$ cat src/rtl/wb_timer16_pkg.sv
// Shared register map and CTRL/STAT bit positions for the 16-bit Wishbone timer.
// Firmware headers mirror these values, so keep them in sync when editing.
package timer_pkg;

  // Register addresses
  typedef enum logic [2:0] {
    ADR_CNT_L = 3'd0,
    ADR_CNT_H = 3'd1,
    ADR_CMP_L = 3'd2,
    ADR_CMP_H = 3'd3,
    ADR_CTRL  = 3'd4,
    ADR_STAT  = 3'd5,
    ADR_RSV6  = 3'd6,
    ADR_RSV7  = 3'd7
  } reg_adr_e;

  // CTRL bit positions
  localparam int CTRL_EN    = 0;
  localparam int CTRL_CMPIE = 1;
  localparam int CTRL_CTC   = 2;
  localparam int CTRL_OVFIE = 3;

  // STAT bit positions
  localparam int STAT_CMPF = 0;
  localparam int STAT_OVF  = 1;

  // CTRL register image; field order matches the bit positions above
  typedef struct packed {
    logic ovfie;
    logic ctc;
    logic cmpie;
    logic en;
  } ctrl_t;

  // CTRL as seen on the bus: upper nibble always reads 0
  function automatic logic [7:0] ctrl_rd(ctrl_t c);
    return {4'h0, c};
  endfunction

endpackage

$ cat src/rtl/wb_timer16_if.sv
// Wishbone slave bus plus interrupt request/acknowledge for the timer.
interface wb_timer16_if;
  logic [2:0] wb_adr_i;
  logic [7:0] wb_dat_i;
  logic [7:0] wb_dat_o;
  logic       wb_we_i;
  logic       wb_stb_i;
  logic       wb_ack_o;
  logic [1:0] irq_o;
  logic [1:0] irq_ack_i;

  modport slave (
    input  wb_adr_i, wb_dat_i, wb_we_i, wb_stb_i, irq_ack_i,
    output wb_dat_o, wb_ack_o, irq_o
  );

  modport master (
    output wb_adr_i, wb_dat_i, wb_we_i, wb_stb_i, irq_ack_i,
    input  wb_dat_o, wb_ack_o, irq_o
  );
endinterface

$ cat src/rtl/wb_timer16_presc.sv
// Prescaler: counts 0..PRESC-1 while enabled, one-cycle tick at PRESC-1.
module timer_presc #(
  parameter int PRESC = 24
) (
  input  logic clk,
  input  logic rst,
  input  logic ena,
  output logic tick
);
  localparam logic [15:0] LAST = 16'(PRESC - 1);

  logic [15:0] pcnt;

  // Divider count; parked at 0 while disabled so a re-enable starts a full period
  always_ff @(posedge clk or posedge rst) begin
    if (rst)               pcnt <= '0;
    else if (!ena)         pcnt <= '0;
    else if (pcnt == LAST) pcnt <= '0;
    else                   pcnt <= pcnt + 16'd1;
  end

  assign tick = ena && (pcnt == LAST);

endmodule

$ cat src/rtl/wb_timer16.sv
// 16-bit timer with compare/clear-on-match and overflow interrupts behind an
// 8-bit zero-wait-state Wishbone slave. 16-bit values go through a shared TEMP
// byte so the CPU sees coherent counter reads and atomic counter/compare writes.
module wb_timer16
  import timer_pkg::*;
#(
  parameter int PRESC       = 24,
  parameter int ENA_OVF_IRQ = 1
) (
  input  logic         wb_clk_i,
  input  logic         wb_rst_i,
  wb_timer16_if.slave  bus
);

  logic [15:0] cnt, cmp;
  logic [7:0]  temp;
  ctrl_t       ctrl;
  logic        cmpf, ovf;
  logic        tick;

  reg_adr_e    adr;
  logic        wr, rd;
  logic        wr_cnt_l, wr_cnt_h, wr_cmp_l, wr_cmp_h, wr_ctrl, wr_stat, rd_cnt_l;
  logic        match, tick_clr, wrap, hw_cmpf, hw_ovf, clr_cmpf, clr_ovf;

  timer_presc #(.PRESC(PRESC)) u_presc (
    .clk  (wb_clk_i),
    .rst  (wb_rst_i),
    .ena  (ctrl.en),
    .tick (tick)
  );

  // Bus decode
  assign adr      = reg_adr_e'(bus.wb_adr_i);
  assign wr       = bus.wb_stb_i &  bus.wb_we_i;
  assign rd       = bus.wb_stb_i & ~bus.wb_we_i;
  assign wr_cnt_l = wr && (adr == ADR_CNT_L);
  assign wr_cnt_h = wr && (adr == ADR_CNT_H);
  assign wr_cmp_l = wr && (adr == ADR_CMP_L);
  assign wr_cmp_h = wr && (adr == ADR_CMP_H);
  assign wr_ctrl  = wr && (adr == ADR_CTRL);
  assign wr_stat  = wr && (adr == ADR_STAT);
  assign rd_cnt_l = rd && (adr == ADR_CNT_L);
  assign bus.wb_ack_o = bus.wb_stb_i;

  // Tick outcome. A software CNT_L write on the same edge replaces the whole
  // tick effect, including any flag it would have raised.
  assign match    = (cnt == cmp);
  assign tick_clr = tick && match && ctrl.ctc;
  assign wrap     = tick && !tick_clr && (cnt == 16'hFFFF);
  assign hw_cmpf  = tick && match && !wr_cnt_l;
  assign hw_ovf   = wrap && !wr_cnt_l;
  assign clr_cmpf = (wr_stat && bus.wb_dat_i[STAT_CMPF]) || bus.irq_ack_i[0];
  assign clr_ovf  = (wr_stat && bus.wb_dat_i[STAT_OVF])  || bus.irq_ack_i[1];

  // Counter: software load beats tick; tick either clears on match or increments
  always_ff @(posedge wb_clk_i or posedge wb_rst_i) begin
    if (wb_rst_i)      cnt <= 16'h0000;
    else if (wr_cnt_l) cnt <= {temp, bus.wb_dat_i};
    else if (tick_clr) cnt <= 16'h0000;
    else if (tick)     cnt <= cnt + 16'd1;
  end

  // Compare register, loaded atomically from TEMP on the low-byte write
  always_ff @(posedge wb_clk_i or posedge wb_rst_i) begin
    if (wb_rst_i)      cmp <= 16'hFFFF;
    else if (wr_cmp_l) cmp <= {temp, bus.wb_dat_i};
  end

  // TEMP: snapshots cnt high byte on CNT_L read, holds high byte for H writes
  always_ff @(posedge wb_clk_i or posedge wb_rst_i) begin
    if (wb_rst_i)                 temp <= 8'h00;
    else if (rd_cnt_l)            temp <= cnt[15:8];
    else if (wr_cnt_h || wr_cmp_h) temp <= bus.wb_dat_i;
  end

  // Control register
  always_ff @(posedge wb_clk_i or posedge wb_rst_i) begin
    if (wb_rst_i)     ctrl <= '0;
    else if (wr_ctrl) ctrl <= ctrl_t'(bus.wb_dat_i[3:0]);
  end

  // Status flags: a hardware set on the same edge as a clear wins
  always_ff @(posedge wb_clk_i or posedge wb_rst_i) begin
    if (wb_rst_i) begin
      cmpf <= 1'b0;
      ovf  <= 1'b0;
    end else begin
      cmpf <= hw_cmpf || (cmpf && !clr_cmpf);
      ovf  <= hw_ovf  || (ovf  && !clr_ovf);
    end
  end

  // Interrupt requests come straight off the flag registers
  assign bus.irq_o[0] = ctrl.cmpie & cmpf;
  generate
    if (ENA_OVF_IRQ != 0) begin : g_ovf_irq
      assign bus.irq_o[1] = ctrl.ovfie & ovf;
    end else begin : g_no_ovf_irq
      assign bus.irq_o[1] = 1'b0;
    end
  endgenerate

  // Read mux; compare bytes read back directly, unmapped addresses read 0
  always_comb begin
    bus.wb_dat_o = 8'h00;
    case (adr)
      ADR_CNT_L: bus.wb_dat_o = cnt[7:0];
      ADR_CNT_H: bus.wb_dat_o = temp;
      ADR_CMP_L: bus.wb_dat_o = cmp[7:0];
      ADR_CMP_H: bus.wb_dat_o = cmp[15:8];
      ADR_CTRL:  bus.wb_dat_o = ctrl_rd(ctrl);
      ADR_STAT:  bus.wb_dat_o = {6'b0, ovf, cmpf};
      default:   bus.wb_dat_o = 8'h00;
    endcase
  end

endmodule

$ cat src/flat_wrapper.sv
// flat-port wrapper written by rule: the top's interface ports become plain ports
module wb_timer16_flat import timer_pkg::*;
#(
  parameter int PRESC       = 24,
  parameter int ENA_OVF_IRQ = 1
)
  (wb_clk_i, wb_rst_i, bus_wb_adr_i, bus_wb_dat_i, bus_wb_we_i, bus_wb_stb_i, bus_irq_ack_i, bus_wb_dat_o, bus_wb_ack_o, bus_irq_o);
  wb_timer16_if bus_i ();
  input  logic wb_clk_i;
  input  logic wb_rst_i;
  input wire logic [$bits(bus_i.wb_adr_i)-1:0] bus_wb_adr_i;
  input wire logic [$bits(bus_i.wb_dat_i)-1:0] bus_wb_dat_i;
  input wire logic [$bits(bus_i.wb_we_i)-1:0] bus_wb_we_i;
  input wire logic [$bits(bus_i.wb_stb_i)-1:0] bus_wb_stb_i;
  input wire logic [$bits(bus_i.irq_ack_i)-1:0] bus_irq_ack_i;
  output wire logic [$bits(bus_i.wb_dat_o)-1:0] bus_wb_dat_o;
  output wire logic [$bits(bus_i.wb_ack_o)-1:0] bus_wb_ack_o;
  output wire logic [$bits(bus_i.irq_o)-1:0] bus_irq_o;
  assign bus_i.wb_adr_i = bus_wb_adr_i;
  assign bus_i.wb_dat_i = bus_wb_dat_i;
  assign bus_i.wb_we_i = bus_wb_we_i;
  assign bus_i.wb_stb_i = bus_wb_stb_i;
  assign bus_i.irq_ack_i = bus_irq_ack_i;
  assign bus_wb_dat_o = bus_i.wb_dat_o;
  assign bus_wb_ack_o = bus_i.wb_ack_o;
  assign bus_irq_o = bus_i.irq_o;
  wb_timer16 #(.PRESC(PRESC), .ENA_OVF_IRQ(ENA_OVF_IRQ)) u_core (.wb_clk_i(wb_clk_i), .wb_rst_i(wb_rst_i), .bus(bus_i));
endmodule
$ cat config.mk
export PLATFORM = sky130hd
export DESIGN_NAME = wb_timer16_flat
export DESIGN_NICKNAME = d
export VERILOG_FILES = /design/src/rtl/wb_timer16_pkg.sv /design/src/rtl/wb_timer16_if.sv /design/src/rtl/wb_timer16_presc.sv /design/src/rtl/wb_timer16.sv /design/src/flat_wrapper.sv
export SDC_FILE = /design/constraint.sdc
export NUM_CORES = 1
export LEC_CHECK = 0
export ABC_AREA = 1
export CORE_MARGIN = 1.5
export CORE_UTILIZATION = 61
export CTS_BUF_LIST = sky130_fd_sc_hd__clkbuf_8
export CTS_CLUSTER_DIAMETER = 200
export DETAILED_ROUTE_END_ITERATION = 8
export GPL_TIMING_DRIVEN = 0
export PLACE_DENSITY = 0.83
export SLEW_MARGIN = 40
export SYNTH_ARGS = -nofsm -noshare
export SYNTH_HDL_FRONTEND = slang
export SYNTH_SLANG_ARGS = --single-unit
$ cat constraint.sdc
create_clock -name wb_clk_i -period 2.2 [get_ports wb_clk_i]
set_clock_uncertainty 0.05 [all_clocks]
set_input_delay 0.44 -clock wb_clk_i [delete_from_list [all_inputs] [get_ports wb_clk_i]]
set_output_delay 0.44 -clock wb_clk_i [all_outputs]
set_load 0.02 [all_outputs]
== Word level (Yosys, flattened, before mapping) ==
Index checks and enable logic that the tools add are counted.

* Input port bits: 17
* Bits in latches: 0
* Flip-flop bits (word level): 62
* Bits in read-only memories: 0
* Word-level logic and storage cells: 63
* Memory bits (writable): 0
* Memories kept: 0

* Reduce and logical (&&, ||, !) cells: 30
* Equality and inequality tests: 8
* Multiplexer cells: 8
* Shifts and indexed selects: 0
* Magnitude comparators: 0
* Add/sub/neg operators: 2
* Bitwise operators: 5
* Multipliers: 0
* Div/mod/pow operators: 0

{| class="wikitable"
|+ Operators with widths
! kind !! count
|-
| 16-bit 2-to-1 mux || 5
|-
| 8-bit one-hot mux with 6 select lines || 1
|-
| 16-bit by 1-bit adder with 16-bit output (second input constant) || 2
|-
| 1-bit logical AND || 18
|-
| 16-bit equality test || 1
|-
| 16-bit equality test (second input constant) || 1
|-
| 16-bit by 5-bit equality test with 1-bit output (second input constant) || 1
|-
| 8-bit 2-to-1 mux || 2
|-
| 3-bit by 2-bit equality test with 1-bit output (second input constant) || 2
|-
| 3-bit equality test (second input constant) || 2
|-
| 1-bit logical OR || 5
|-
| 1-bit AND || 4
|-
| 1-bit zero test || 4
|-
| 3-bit by 1-bit equality test with 1-bit output (second input constant) || 1
|-
| 3-bit zero test || 1
|-
| 3-bit nonzero test || 1
|-
| 2-bit nonzero test || 1
|-
| 1-bit NOT || 1
|}

== Logic depth before layout (Yosys ltp) ==
Gate-level depths: netlist of the first run.

* Word-level depth: 9
* Depth in mapped cells: 13

== Cells and area by module ==
Synthesis of the first run repeated with hierarchy kept, for this count alone.

* Cell total of the unflattened synthesis: 589
* Area, all modules: 4,137.7 um^2

{| class="wikitable"
|+ Modules (own cells, without submodules)
! module !! cells an instance !! instances !! area an instance (um^2) !! sequential area each (um^2)
|-
| wb_timer16 || 456 || 1 || 3,204.3 || 1,171.1
|-
| timer_presc || 133 || 1 || 933.4 || 400.4
|}

== Least setup slack after synthesis of the first run ==
OpenSTA, ideal clock, no wires.

* Path kind: input to output
* Start point: input port bus_wb_adr_i[0]
* End point: output port bus_wb_dat_o[3]
* Arrival: 1.350 ns
* Buffers on the path: 0
* Path slack: 0.360 ns
* Required time: 1.710 ns
* Cell stages on the path: 6
* Cell sequence: inv_1 nor3_1 nand2_1 o21ai_0 a21oi_1 o221ai_1

* Cells in the longest elaborated chain, start to end: 2

{| class="wikitable"
|+ RTL lines
! item !! RTL line !! text
|-
| start, declared || flat_wrapper.sv:11 || <nowiki>input wire logic [$bits(bus_i.wb_adr_i)-1:0] bus_wb_adr_i;</nowiki>
|-
| 3-bit equality test (tied with other cells) || wb_timer16.sv:107 || <nowiki>case (adr)</nowiki>
|-
| 8-bit one-hot mux with 6 select lines (*) || wb_timer16.sv:107 ||
|-
| end, declared || flat_wrapper.sv:16 || <nowiki>output wire logic [$bits(bus_i.wb_dat_o)-1:0] bus_wb_dat_o;</nowiki>
|}

Every way passes the cells marked *; elsewhere a longest branch is shown, timed or not.

== Final worst setup path of the first run ==
* Start point: input port bus_wb_adr_i[1]
* End point: output port bus_wb_dat_o[2]

The elaborated chain is that of the path after synthesis.

==> results_dict.tcl, run 1 <==
set metrics [dict create \
    hp-class "primary input to asynchronous set/reset pin" \
    num_vias 3772 \
    yosysMostFrequentCell "nand2_1" \
    vias_per_cell 5.70 \
    hold_buffers 0 \
    yosys_warnings 0 \
    dr.first_iter.drc_count 324 \
    htreeDepth 3 \
    syn-cell-area_mm2 0.00382 \
    power_density_mw_per_mm2 772 \
    syn-num-nets 555 \
    grt_busiest_layer "met2" \
    ant_nets 0 \
    clk_pin_slew_ns 0.07 \
    synth_common_cells "189 x nand2_1, 64 x inv_1, 48 x nor2_1" \
    stdcell_area_mm2 0.00448 \
    dr.pass1.iters 6 \
    yosys.area.top_type_share 0.302 \
    peakVddDrop_mv 0.730 \
    post-route-period-util 0.966 \
    fin_crit_ns 2.12 \
    place_area_mm2 0.00421 \
    worstMarginPinSlew_ns 0.663 \
    yosys.area.top_type "dfrtp_1" \
    max_cap_viol_count 0 \
    gp_congestion 0.922 \
    p_total_w 0.00346 \
    die_width_um 82.1 \
    drv_slew 0 \
    grt_max_degree 37 \
    finalWirelength_um 10300 \
    synth_flop_cell "dfrtp_1" \
    insertedDiodeCount 0 \
    use_met2 0.521 \
    slowest_delay_ns 0.30 \
    cp-end-kind "primary output" \
    met3_usage 0.0505 \
    worstPathArrival_ns 1.63 \
    synthArstFlopShare 1.00 \
    status "finished, final reports clean" \
    max_freq_ghz 0.471 \
    synth-edff-count 0 \
    ys_top_cells_by_area "dfrtp_1 30%, nand2_1 19%, dfstp_2 11%" \
    overflow 0 \
    crit_required_ns 1.71 \
    cts_buffer_depth 2 \
    path_cells "dlygate4sd2_1 > nor2_1 > nand2_1 > inv_1 > a221oi_1 > o221ai_1 > buf_2" \
    nets 601 \
    fillers 448 \
    power.leakage_nw 2.20 \
    core_area_mm2 0.00599 \
    cts.sinks 62 \
    startpoint_type "primary input" \
    max_slew_margin 0.555 \
    area_growth_pct 17.3 \
    cts_root_buf "clkbuf_8" \
    grt_pass1_wl_um 16500 \
    start_util 0.637 \
    path_class "primary input to primary output" \
    num_rows 28 \
    grt_use_total 0.329 \
    critPathMaxFanout 4 \
    synth.avg_cell_area_um2 7.12 \
    use_met1 0.443 \
    die_h_um 82.1 \
    insertion_delay_ns 0.35 \
    setup_viol 0 \
    wire_per_inst_um 15.6 \
    antenna_found_initial 0 \
    drive_above_1_share 0.160 \
    port-buffer-count 27 \
    synthCells 536 \
    hold_violations 0 \
    timing.critical_path.buf_inv 3 \
    cts_buffers 9 \
    cts_tree "built" \
    cp_top_family "buffers and inverters" \
    die_area_mm2 0.00674 \
    grt_pass1_vias 3480 \
    io_pins 28 \
    synth-seq-cells 62 \
    yosysSeqAreaShare 0.412 \
    hpwlAfterDp_um 7370 \
    synth_cell_type_count 34 \
    slowest_stage "a221oi_1" \
    rsz0062_at_grt "no" \
    drc 0 \
]
-- cell families (layout without fill, tap and decap cells) --
group           count (synthesis)  after routing  synth area share
simple gates                  301            301             0.341
buf+inv                        91            142            0.0977
compound gates                 63             63             0.104
flops                          62             62             0.412
xor+xnor                       17             17            0.0390
fa+ha+maj                       2              2           0.00655
-- state kept, by name (all words and copies together) (netlist names) --
name / cells
u_core.cmp: 16
u_core.cmpf: 1
u_core.cnt: 16
u_core.ctrl: 4
u_core.ovf: 1
u_core.temp: 8
u_core.u_presc.pcnt: 16
-- timing repair --
action	4_1_cts	5_1_grt
hold endpoints to repair	0	0
gates resized for setup	48	8
setup endpoints to repair	8	19
gates cloned	0	1
pin swaps	2	2
buffers inserted	4	3
-- metal layers --
layer | up-vias | share of wire
met5 | - | 0
met2 | 218 | 0.46
met3 | 26 | 0.089
met1 | 1722 | 0.43
met4 | 0 | 0.023
li1 | 1806 | -
-- stage by stage --
stage | hold WS [ns] | instances | utilization | setup slack, ns | TNS (ns)
3_3_place_gp | 0.398 | 638 | 0.698 | -1.07 | -60.16
6_report | 0.367 | 662 | 0.748 | 0.0754 | 0
4_1_cts | 0.382 | 659 | 0.743 | 0.0631 | 0
5_1_grt | 0.408 | 662 | 0.748 | 0.0117 | 0
3_5_place_dp | 0.403 | 639 | 0.703 | -0.835 | -14.45
2_1_floorplan | 0.383 | 536 | - | 0.195 | 0
-- cells in the final DEF (no fill, tap or decap), drive strengths merged, types with 2 or more instances in the layout --
cell type and instances:
nand2 190, nand4 8, inv 78, dfstp 16
nor4 2, clkinvlp 2, o21ai 26, buf 26
bufinv 3, dfrtp 46, clkbuf 15, a21oi 11
nor3 14, a22oi 6, a221oi 2, nand3 28
nor3b 4, clkdlybuf4s50 16, xor2 16, o211ai 2
o221ai 14, ha 2, nor2 52
-- report_power, final --
part / internal (W) / switching [W]
clock network: 0.000746 / 0.000476
logic: 0.000274 / 0.000426
registers: 0.00135 / 0.000189
total: 0.00237 / 0.00109
-- worst paths after layout --
path	from	to	slack, ns	cells past startpoint
max in group asynchronous	wb_rst_i	u_core.cmp[1]	1.16	3
min reg2reg	u_core.u_presc.pcnt[0]	u_core.u_presc.pcnt[0]	0.42	1
max	bus_wb_adr_i[1]	bus_wb_dat_o[2]	0.08	7
max reg2reg	u_core.cmp[13]	u_core.cnt[9]	0.20	14
min in group wb_clk_i	u_core.u_presc.pcnt[0]	u_core.u_presc.pcnt[0]	0.42	1
min	wb_rst_i	u_core.cnt[6]	0.37	2
-- final cells by class --
type | count | area [um^2] | share of cell area
sequential | 62 | 1570 | 0.351
tap | 75 | 93.8 | 0.0209
inverter | 77 | 292 | 0.0651
buffer | 13 | 80.1 | 0.0179
clock buffer | 9 | 124 | 0.0277
timing repair buffer | 36 | 297 | 0.0662
multi-input combinational | 383 | 1910 | 0.426
clock inverter | 7 | 114 | 0.0254
Power figures use the tool's default switching activity.
==> run 2, diff against run 1 <==
- CORE_MARGIN: 1.5 -> 2
- HOLD_SLACK_MARGIN: default -> 0.02
==> run 2 against run 1 <==
  * Clock power fell by 21%
  * Highest routed layer unchanged
  * Die area rose by 2.5%
  * Hold slack gained 0.00088 ns
  * Core utilization about the same
==> results_dict.tcl, run 2 (synthesized netlist as in run 1, its figures left out) <==
set metrics [dict create \
    drv_slew 0 \
    max_cap_viol_count 0 \
    crit_required_ns 1.71 \
    htreeDepth 3 \
    p_total_w 0.00322 \
    stdcell_area_mm2 0.00448 \
    grt_use_total 0.312 \
    dr.first_iter.drc_count 413 \
    finalWirelength_um 10600 \
    hpwlAfterDp_um 7520 \
    drive_above_1_share 0.166 \
    worstMarginPinSlew_ns 0.629 \
    port-buffer-count 27 \
    cts_root_buf "clkbuf_8" \
    slowest_delay_ns 0.23 \
    num_vias 3806 \
    max_slew_margin 0.579 \
    rsz0062_at_grt "yes" \
    ant_nets 0 \
    cp-end-kind "primary output" \
    mostFrequentLayoutCells "189 x nand2_1, 62 x inv_1, 48 x nor2_1" \
    grt_pass1_vias 3594 \
    clk_pin_slew_ns 0.07 \
    num_rows 28 \
    cts_buffer_depth 2 \
    vias_per_cell 5.76 \
    hold_buffers 0 \
    wire_per_inst_um 16.0 \
    antenna_found_initial 0 \
    utilization 0.747 \
    peakVddDrop_mv 0.467 \
    path_cells "clkdlybuf4s15_1 > inv_2 > nor3_4 > buf_4 > buf_4 > a22oi_2 > o221ai_2 > buf_4" \
    dr.pass1.iters 5 \
    worstPathArrival_ns 1.69 \
    reg_top3 "u_core.cmp (16), u_core.cnt (16), u_core.u_presc.pcnt (16)" \
    io_pins 28 \
    start_util 0.637 \
    status "finished, final reports clean" \
    power_density_mw_per_mm2 719 \
    max_freq_ghz 0.459 \
    cts_buffers 9 \
    post-route-period-util 0.990 \
    die_h_um 83.1 \
    power.leakage_nw 2.18 \
    setup_viol 0 \
    cts_tree "built" \
    fillers 458 \
    area_growth_pct 17.3 \
    place_area_mm2 0.00421 \
    cts.sinks 62 \
    insertedDiodeCount 0 \
    r2r_cells 14 \
    insertion_delay_ns 0.35 \
    drc 0 \
    overflow 0 \
    die_area_mm2 0.00691 \
    ff_latch_area_mm2 0.00157 \
    hp-class "primary input to asynchronous set/reset pin" \
    nets 600 \
    startpoint_type "primary input" \
    multi_input_area_mm2 0.00193 \
    grt_max_degree 38 \
    critPathMaxFanout 6 \
    grt_pass1_wl_um 17300 \
    path_class "primary input to primary output" \
    fin_crit_ns 2.18 \
    core_area_mm2 0.00599 \
    die_width_um 83.1 \
    hold_violations 0 \
    gp_congestion 0.940 \
    slowest_stage "clkdlybuf4s15_1" \
    cpMostUsedCell "buf_4" \
    mostFrequentLayoutCell "nand2_1" \
]
[run 2: stage by stage]
stage	setup slack, ns	instances	setup TNS [ns]	hold slack [ns]
final	0.0221	661	0	0.367
after detailed placement	-0.854	639	-14.26	0.415
after global placement	-1.07	638	-61.09	0.397
after global routing	-0.0218	661	-0.0500	0.396
after CTS	0.0334	660	0	0.382
after floorplan	0.195	536	0	0.383
[run 2: path summary, 6_finish.rpt]
path,start,to,slack (ns)
max,bus_wb_adr_i[1],bus_wb_dat_o[4],0.02
min,wb_rst_i,u_core.cnt[6],0.37
max reg2reg,u_core.cmp[4],u_core.cnt[12],0.15
min reg2reg,u_core.u_presc.pcnt[0],u_core.u_presc.pcnt[0],0.43
max in group asynchronous,wb_rst_i,u_core.cmp[1],1.16
min in group wb_clk_i,u_core.u_presc.pcnt[0],u_core.u_presc.pcnt[0],0.43
[run 2: worst max-delay path: cells and delay by family]
| family | cells | cell delay [ns] |
|---|---|---|
| compound gates | 2 | 0.33 |
| simple gates | 1 | 0.06 |
| buf+inv | 5 | 0.86 |
[run 2: what timing repair did]
| item | 4_1_cts | 5_1_grt |
|---|---|---|
| buffers inserted | 5 | 1 |
| pin swaps | 2 | 2 |
| resized for setup | 49 | 13 |
| endpoints found under the hold margin | 0 | 0 |
| setup endpoints to repair | 10 | 21 |
| gates cloned | 0 | 0 |
[run 2: power breakdown]
part           total, W  internal (W)  leakage [nW]  switching (W)
Combinational  0.000717      0.000285          1.30       0.000432
Sequential      0.00154       0.00135         0.780       0.000192
Clock          0.000961      0.000494        0.0996       0.000467
[run 2: per-layer routing]
metal  part of all wire  GRT usage  wire length, um
met4              0.024      0.103              250
met1               0.43      0.437             4530
met3              0.080     0.0517              847
met2               0.47      0.496             4970
met5                  0          0                0
[run 2: area by class of cell]
cell class	instances	area share
Timing Repair Buffer	34	0.0699
Multi-Input combinational cell	383	0.430
Clock buffer	12	0.0369
Tap cell	75	0.0210
Clock inverter	4	0.00475
Inverter	77	0.0651
Sequential cell	62	0.351
Buffer	14	0.0210
==> run 3, diff against run 2 <==
- CORE_UTILIZATION: 61 -> 55
- PLACE_DENSITY: 0.83 -> 0.79
- clock period: 2.2 -> 1.97 ns (I/O delays scaled with it)
==> run 3 against run 2 <==
  * Final area increased by 5.5%
  * Register-to-register slack got worse by 0.16 ns
  * Die area is 10% higher
  * Routed wire length up 2.8%
  * Cell count rose by 3.3%
  * Power is 17% higher
  * First-iteration DRC count is 12% lower
  * Global-route usage down 1.2 points
  * The flow now finishes with violations (negative setup slack)
  * Critical path depth rose by 5
  * Setup slack worse by 0.030 ns
  * Clock power up 21%
  * Sequential share of layout area shrank 1.7 points
==> results_dict.tcl, run 3 (synthesized netlist as in run 1, its figures left out) <==
set metrics [dict create \
    grt_max_degree 34 \
    io_pins 28 \
    peakVddDrop_mv 0.643 \
    grt_pass1_vias 3614 \
    start_util 0.565 \
    post-route-period-util 1.00 \
    grt_pass1_wl_um 17700 \
    die_area_mm2 0.00762 \
    met3_usage 0.0531 \
    insertion_delay_ns 0.35 \
    power_density_mw_per_mm2 796 \
    vias_per_cell 5.67 \
    cts_buffers 9 \
    place_inst 644 \
    timing.critical_path.buf_inv 3 \
    cts_buffer_depth 2 \
    die_width_um 87.3 \
    cts_tree "built" \
    clk_pin_slew_ns 0.07 \
    hpwlAfterDp_um 7780 \
    worstPathArrival_ns 2.17 \
    ant_nets 0 \
    drv_slew 0 \
    antenna_found_initial 0 \
    slowest_stage "dfstp_2" \
    dr.first_iter.drc_count 365 \
    crit_required_ns 2.16 \
    hold_violations 0 \
    insertedDiodeCount 0 \
    core_area_mm2 0.00676 \
    use_met1 0.412 \
    cp-end-kind "flip-flop" \
    worstMarginPinSlew_ns 0.481 \
    overflow 0 \
    finalNonFillerCells 683 \
    r2r_cells 13 \
    p_total_w 0.00376 \
    cts.sinks 62 \
    hold_buffers 0 \
    max_slew_margin 0.679 \
    use_met2 0.485 \
    finalWirelength_um 10900 \
    slowest_delay_ns 0.55 \
    port-buffer-count 27 \
    rsz0062_at_grt "yes" \
    power.leakage_nw 2.36 \
    num_vias 3873 \
    num_rows 30 \
    wire_per_inst_um 15.9 \
    gp_congestion 0.964 \
    mostFrequentLayoutCells "185 x nand2_1, 59 x inv_1, 42 x nor2_1" \
    drive_above_1_share 0.227 \
    fin_ws_ns -0.00744 \
    area_growth_pct 23.7 \
    status "finished with violations" \
    fin_crit_ns 1.98 \
    cts_root_buf "clkbuf_8" \
    dr.pass1.iters 5 \
    max_cap_viol_count 0 \
    max_freq_ghz 0.506 \
    cpMostUsedCell "nand2_1" \
    grt_busiest_layer "met2" \
    grt_use_total 0.300 \
    nets 617 \
    reg_top3 "u_core.cmp (16), u_core.cnt (16), u_core.u_presc.pcnt (16)" \
    mostFrequentLayoutCell "nand2_1" \
    drc 0 \
    path_cells "inv_1 > nand2_1 > nand2_1 > nor2_1 > nand2_1 > nor2_2 > nand4_1 > buf_6 > buf_12 > nand3_1 > nand2_1 > nand2_1 > nand2_1" \
    setup_viol 2 \
    die_h_um 87.3 \
    cp_top_family "simple AND/OR/NAND/NOR gates" \
    startpoint_type "flip-flop" \
    htreeDepth 3 \
    path_class "flip-flop to flip-flop" \
    violations "negative setup slack" \
    hp-class "primary input to asynchronous set/reset pin" \
    cp.depth 13 \
    critPathMaxFanout 8 \
]
-- run 3: cell types whose count changed in the layout (fill, tap and decap cells not counted), sizes merged --
cell,change
buf,+22
clkbuf,-3
clkdlybuf4s15,-3
clkdlybuf4s50,-3
clkinv,-2
dlymetal6s2s,+2
bufinv,+1
clkinvlp,+1
dlygate4sd2,+1
inv,+1
-- run 3: final cells by class --
type                            count  area (um^2)
Clock inverter                      5         52.6
Tap cell                           80          100
Inverter                           77          292
Sequential cell                    62         1580
Multi-Input combinational cell    383         2000
Fill cell                         551         2030
Clock buffer                       11          151
Buffer                             13          100
Timing Repair Buffer               52          445
-- run 3: repair_timing --
action | CTS | global route
endpoints found under the setup margin | 31 | 37
setup buffers | 10 | 14
resized for setup | 59 | 43
cloned | 0 | 0
pin swaps | 7 | 17
-- run 3: final timing paths --
kind                                          end              startpoint  slack, ns
max                                 u_core.cnt[7]           u_core.cmp[7]     -0.007
min                                    u_core.ovf                wb_rst_i       0.33
max reg2reg                         u_core.cnt[7]           u_core.cmp[7]     -0.007
min reg2reg                u_core.u_presc.pcnt[0]  u_core.u_presc.pcnt[0]       0.41
max in group asynchronous           u_core.cmp[9]                wb_rst_i       0.96
min in group wb_clk_i      u_core.u_presc.pcnt[0]  u_core.u_presc.pcnt[0]       0.41
-- run 3: worst register-to-register path, stage by stage (launching register included) --
cell     delay (ns)
dfstp_2        0.55
inv_1          0.04
nand2_1        0.05
nand2_1        0.06
nor2_1         0.11
nand2_1        0.10
nor2_2         0.16
nand4_1        0.19
buf_6          0.20
buf_12         0.13
nand3_1        0.08
nand2_1        0.06
nand2_1        0.05
nand2_1        0.04
-- run 3: routing by layer --
layer | routed length, um | part of all wire | vias up
li1 | - | - | 1834
met2 | 5230 | 0.48 | 183
met3 | 896 | 0.082 | 24
met5 | 0 | 0 | -
met1 | 4560 | 0.42 | 1832
met4 | 195 | 0.018 | 0
-- run 3: power breakdown --
group | switching, W | internal, W | leakage (nW)
clock | 0.000513 | 0.000644 | 0.104
sequential | 0.000208 | 0.00151 | 0.776
combinational | 0.000516 | 0.000372 | 1.48
-- run 3: stage by stage --
stage / cell area, um^2 / setup slack, ns / utilization / hold WS, ns / setup TNS [ns]
global route: 4720 / -0.103 / 0.699 / 0.365 / -1.26
detailed placement: 4220 / -0.993 / 0.624 / 0.404 / -24.20
floorplan: 3820 / 0.0111 / - / 0.383 / 0
finish: 4720 / -0.00744 / 0.699 / 0.332 / -0.00774
global placement: 4190 / -1.22 / 0.620 / 0.404 / -82.30
CTS: 4500 / 0.00140 / 0.666 / 0.340 / 0
